$ cat src/rtl/updown_sequencer.sv
// ---------------------------------------------------------------------------
// updown_sequencer
//
// Purpose:
//   Drives the Enable and Swap inputs of an up/down counter pair from a
//   programmed command. A command gives the number of count steps per round,
//   the number of rounds, and whether each round ends with one Swap cycle.
//   The command is taken over a valid/ready handshake. Hold pauses the
//   sequence. Abort ends it early.
//
// Ports:
//   clk           in   system clock, rising edge
//   rst_n         in   asynchronous active-low reset
//   cmd_valid     in   command present
//   cmd_ready     out  command accepted this cycle if cmd_valid (IDLE only)
//   cmd_steps     in   [STEP_W]  count steps per round
//   cmd_rounds    in   [ROUND_W] number of rounds
//   cmd_swap_end  in   issue one Swap cycle at the end of each round
//   hold          in   pause: no step or swap issued while high
//   abort         in   terminate the active command
//   enable        out  to counter Enable (combinational)
//   swap          out  to counter Swap (combinational)
//   busy          out  sequencer is in RUN or SWAP
//   done          out  one-cycle pulse at command end (registered)
//   aborted       out  valid with done; high if the command ended by abort
//   step_cnt      out  [STEP_W]  steps issued in the current round
//   round_cnt     out  [ROUND_W] rounds completed
// ---------------------------------------------------------------------------
module updown_sequencer #(
  parameter int STEP_W  = 4,
  parameter int ROUND_W = 4
) (
  input  logic               clk,
  input  logic               rst_n,
  input  logic               cmd_valid,
  output logic               cmd_ready,
  input  logic [STEP_W-1:0]  cmd_steps,
  input  logic [ROUND_W-1:0] cmd_rounds,
  input  logic               cmd_swap_end,
  input  logic               hold,
  input  logic               abort,
  output logic               enable,
  output logic               swap,
  output logic               busy,
  output logic               done,
  output logic               aborted,
  output logic [STEP_W-1:0]  step_cnt,
  output logic [ROUND_W-1:0] round_cnt
);

  typedef enum logic [1:0] {
    S_IDLE = 2'd0,
    S_RUN  = 2'd1,
    S_SWAP = 2'd2,
    S_DONE = 2'd3
  } state_t;

  state_t             state_q, state_n;
  logic [STEP_W-1:0]  steps_q, steps_n;
  logic [ROUND_W-1:0] rounds_q, rounds_n;
  logic               swap_end_q, swap_end_n;
  logic [STEP_W-1:0]  step_n;
  logic [ROUND_W-1:0] round_n;
  logic               done_n, aborted_n;

  logic               active;
  logic               last_step;
  logic               end_round;
  logic [ROUND_W-1:0] round_inc;

  // Enable and Swap are combinational so that the counter sees them in the
  // same cycle. The counter samples them on the next edge. Abort takes
  // priority over everything, so an abort cycle never issues a step.
  assign active    = (state_q == S_RUN) || (state_q == S_SWAP);
  assign enable    = active && !hold && !abort;
  assign swap      = (state_q == S_SWAP) && !hold && !abort;
  assign busy      = active;
  assign cmd_ready = (state_q == S_IDLE);

  // The terminal comparisons are made against the current count. This lets a
  // count reach the maximum representable value without wrapping.
  assign last_step = (step_cnt == (steps_q - STEP_W'(1)));
  assign round_inc = round_cnt + ROUND_W'(1);

  // Next-state logic. Registers hold by default.
  // done/aborted are computed as "entering DONE". The registered copies are
  // therefore high for exactly the cycle spent in DONE.
  always_comb begin
    state_n    = state_q;
    steps_n    = steps_q;
    rounds_n   = rounds_q;
    swap_end_n = swap_end_q;
    step_n     = step_cnt;
    round_n    = round_cnt;
    done_n     = 1'b0;
    aborted_n  = 1'b0;
    end_round  = 1'b0;

    case (state_q)
      S_IDLE: begin
        if (cmd_valid) begin
          steps_n    = cmd_steps;
          rounds_n   = cmd_rounds;
          swap_end_n = cmd_swap_end;
          step_n     = '0;
          round_n    = '0;
          // An empty command finishes at once and never raises Enable.
          if ((cmd_steps == '0) || (cmd_rounds == '0)) begin
            state_n = S_DONE;
            done_n  = 1'b1;
          end else begin
            state_n = S_RUN;
          end
        end
      end

      S_RUN: begin
        if (abort) begin
          state_n   = S_DONE;
          done_n    = 1'b1;
          aborted_n = 1'b1;
        end else if (!hold) begin
          step_n = step_cnt + STEP_W'(1);
          if (last_step) begin
            // With a swap ending, step_cnt rests at the full step count
            // during the SWAP cycle. The round boundary then clears it.
            if (swap_end_q) begin
              state_n = S_SWAP;
            end else begin
              end_round = 1'b1;
            end
          end
        end
      end

      S_SWAP: begin
        if (abort) begin
          state_n   = S_DONE;
          done_n    = 1'b1;
          aborted_n = 1'b1;
        end else if (!hold) begin
          end_round = 1'b1;
        end
      end

      S_DONE: begin
        state_n = S_IDLE;
      end

      default: begin
        state_n = S_IDLE;
      end
    endcase

    // Round boundary is shared by the RUN (no swap) and SWAP exits.
    if (end_round) begin
      round_n = round_inc;
      step_n  = '0;
      if (round_inc == rounds_q) begin
        state_n = S_DONE;
        done_n  = 1'b1;
      end else begin
        state_n = S_RUN;
      end
    end
  end

  // State and datapath registers. Reset discards any in-flight command, so
  // no done pulse follows a reset.
  always_ff @(posedge clk or negedge rst_n) begin
    if (!rst_n) begin
      state_q    <= S_IDLE;
      steps_q    <= '0;
      rounds_q   <= '0;
      swap_end_q <= 1'b0;
      step_cnt   <= '0;
      round_cnt  <= '0;
      done       <= 1'b0;
      aborted    <= 1'b0;
    end else begin
      state_q    <= state_n;
      steps_q    <= steps_n;
      rounds_q   <= rounds_n;
      swap_end_q <= swap_end_n;
      step_cnt   <= step_n;
      round_cnt  <= round_n;
      done       <= done_n;
      aborted    <= aborted_n;
    end
  end

endmodule
$ cat config.mk
export PLATFORM = sky130hd
export DESIGN_NAME = updown_sequencer
export DESIGN_NICKNAME = d
export VERILOG_FILES = /design/src/rtl/updown_sequencer.sv
export SDC_FILE = /design/constraint.sdc
export NUM_CORES = 1
export LEC_CHECK = 0
export CORE_MARGIN = 8
export CORE_UTILIZATION = 46
export DETAILED_ROUTE_END_ITERATION = 6
export HOLD_SLACK_MARGIN = 0.02
export PLACE_DENSITY = 0.8
export SYNTH_ARGS = -nofsm -noshare
export SYNTH_HDL_FRONTEND = slang
export SYNTH_SLANG_ARGS = --single-unit
$ cat constraint.sdc
create_clock -name clk -period 1.8 [get_ports clk]
set_input_delay 0.18 -clock clk [delete_from_list [all_inputs] [get_ports clk]]
set_output_delay 0.18 -clock clk [all_outputs]
set_load 0.02 [all_outputs]
==> metrics.txt <==
outcome=complete, but fails checks; failing checks=negative setup slack; crit path DAT=2.07 ns; mean post-synth cell area=10.31 um2; GRT met2 Usage=25.95%; CP max stage cell=xor3_2; Worst path most repeated cell=nand3_1; Longest Clk Path Bufs=2; CP required=2.00 ns; busiest grt layer=met2; Layout Skew=0.005849 ns; CTS tree=yes; Layout area overhead=42.54%; worst path cell trace=xor3_2 > buf_4 > a2111oi_1 > nand3_1 > nand3_1 > a31oi_1; Iteration-0 DRC Markers=51; hpwl dp=2732 um; Setup Viol. Count Final=10; synthesis warning total=0; layout cell share with drive strength beyond 1=33.87%; Seq/Total Area, Yosys=37.77%; P_leak=0.8353 nW; Slew HR=74.24%; Die X=71.00 um; WL/cell=16.62 um; antenna-violating nets left=0; max-slew violations=0; Worst path depth=6; most frequent cells in the layout=clkdlybuf4s50_1 (23), buf_4 (21), dfrtp_1 (20); kind of critical path=reg -> reg; setup TNS=-0.3141 ns; # diodes=0; FMAX=534.5 MHz; Mapped Cells=135; global routing met1 resource utilization=17.86%; initial antenna violation count=0; Worst-path clk slew=0.12 ns; via count=1248; Final min period=1.871 ns; Synth cell types=41; GR Overflow Total=0; CP startpoint=steps_q[2]; VDD IR max=0.6635 mV; Mapped Nets=156; worst-margin pin slew=0.3854 ns; CP peak stage delay=0.48 ns; slack of the critical path=-0.07079 ns; Port Buffers=27; post-route DRC violation count=0; Post-synth EDFFs=0; final core occ=67.16%; Power Dens Cells=1645 nW/um2; Die Footprint=5040 um2; Sink Count=21; met3 Use GR=3.955%; Area contributors post-synth=dfrtp_1 (38%), mux2_2 (7.3%), ha_1 (6.3%); total track usage=15.23%; cts bufs inserted=3; core area=2953 um2; top-area cell type share of the netlist area=37.77%; HP Class=in -> async; vias in the first global route=1340; async set-reset flop share out of synthesis=100.0%; unrepaired setup endpoints after global routing=true; clk root buf=clkbuf_4; #FFs+latches synth=21; Mapped Area=1391 um2; Die Ht=71.00 um; Startpoint Class=flop; largest net degree at the start of global routing=22; worst r2r dst=state_q[1]; CP max FO=2; top_reg_cell synth=dfrtp_1; first-pass GRT wire length=6223 um; total of max-cap violations=0; Final GP Congestion=0.7967; RR Startpoint=steps_q[2]; Worst Setup EP=state_q[1]; Routed WL=3639 um; commonest non-fill, non-tap cell in the layout=clkdlybuf4s50_1; sum of buffers and inverters on the critical path=1; Worst setup EP type=flop; fin cells=219; # rows=20; Worst Reg2Reg Path Length in Cells=6; first-pass iteration count of the detailed router=4; Final Hold Violating Endpoints=0; Synth area leader=dfrtp_1; later-pin clock latency in the skew report=0.31 ns; Tcrit/Tclk final=103.9%; Hold-fix buffers, CTS=0; Placed Cells=213; Initial Util=47.12%; CP delay by family, top=compound AO/OA/AOI/OAI gates; number of H-tree levels=1; Top Ports=28; nets@finish=208; vias per inst=5.699; Reg2Reg Setup Slack=-0.07 ns
## how the worst min path moves through the flow
stage          slack [ns]      endpoint  depth (start not counted)  startpoint
2_1_floorplan       -0.12       aborted                          0       rst_n
3_3_place_gp         0.51    steps_q[3]                          1  steps_q[3]
3_5_place_dp         0.52    steps_q[3]                          1  steps_q[3]
4_1_cts              0.22   rounds_q[1]                          2       rst_n
5_1_grt              0.21   step_cnt[1]                          2       rst_n
6_report             0.20  round_cnt[2]                          2       rst_n
## kinds of logic after synthesis
| family | count (synthesis) | share of synthesized area (%) |
|---|---|---|
| flops | 21 | 37.77 |
| buf+inv | 15 | 4.856 |
| compound gates | 35 | 18.97 |
| fa+ha+maj | 7 | 6.295 |
| simple gates | 33 | 13.94 |
| mux | 13 | 10.16 |
| xor+xnor | 11 | 8.003 |
## layer usage
layer  part of all wire, %  routed length [um]
met5                     0                   0
met4                   1.4                  51
met3                   4.5                 164
met2                    51                1856
met1                    43                1566
## Yosys cell counts (2+ instances only)
cell / count
dfrtp_1: 21
o21ai_0: 5
nand2_1: 4
mux2i_1: 4
o22ai_1: 2
xor2_1: 5
nand3_1: 4
and2_1: 2
a211oi_1: 2
xnor2_1: 5
o21ai_1: 2
o221ai_1: 2
nand2b_1: 4
o211ai_1: 6
mux2_2: 9
ha_1: 7
o21a_1: 2
buf_2: 3
nor2_1: 7
a21oi_1: 5
inv_1: 11
or4_1: 2
nor2b_1: 3
## state kept, by name, summed over array words and instances (netlist names)
name,flops
step_cnt,4
state_q,2
swap_end_q,1
round_cnt,4
aborted,1
rounds_q,4
steps_q,4
done,1
## report_power, final
part | switching [W] | leakage, nW | internal (W)
logic | 0.00112 | 0.556 | 0.00114
clock network | 0.000148 | 0.0150 | 0.0000865
registers | 0.000122 | 0.264 | 0.000646
total | 0.00139 | 0.835 | 0.00187
## final cells by class
| type | count | area (um2) |
|---|---|---|
| clock buffer | 4 | 26.28 |
| timing repair buffer | 51 | 449.2 |
| inverter | 11 | 41.29 |
| multi-input combinational | 99 | 898.4 |
| tap | 33 | 41.29 |
| fill | 240 | 969.7 |
| sequential | 21 | 526.8 |
## timing repair
action                                  4_1_cts  5_1_grt
endpoints found under the setup margin       14       13
pin swaps                                     4        4
resized for setup                            16       12
setup buffers                                 1        1
## metrics by stage
step	hold slack [ns]	cell area (um2)	setup WS [ns]	power, W
floorplan	-0.1156	1421	-0.008409	0.002060
global placement	0.5063	1872	-0.08271	0.002694
detailed placement	0.5199	1872	-0.1361	0.002774
CTS	0.2161	1944	-0.1085	0.003081
global route	0.2141	1983	-0.1844	0.003506
finish	0.1957	1983	-0.07079	0.003262
(Power assumes the default switching activity.)
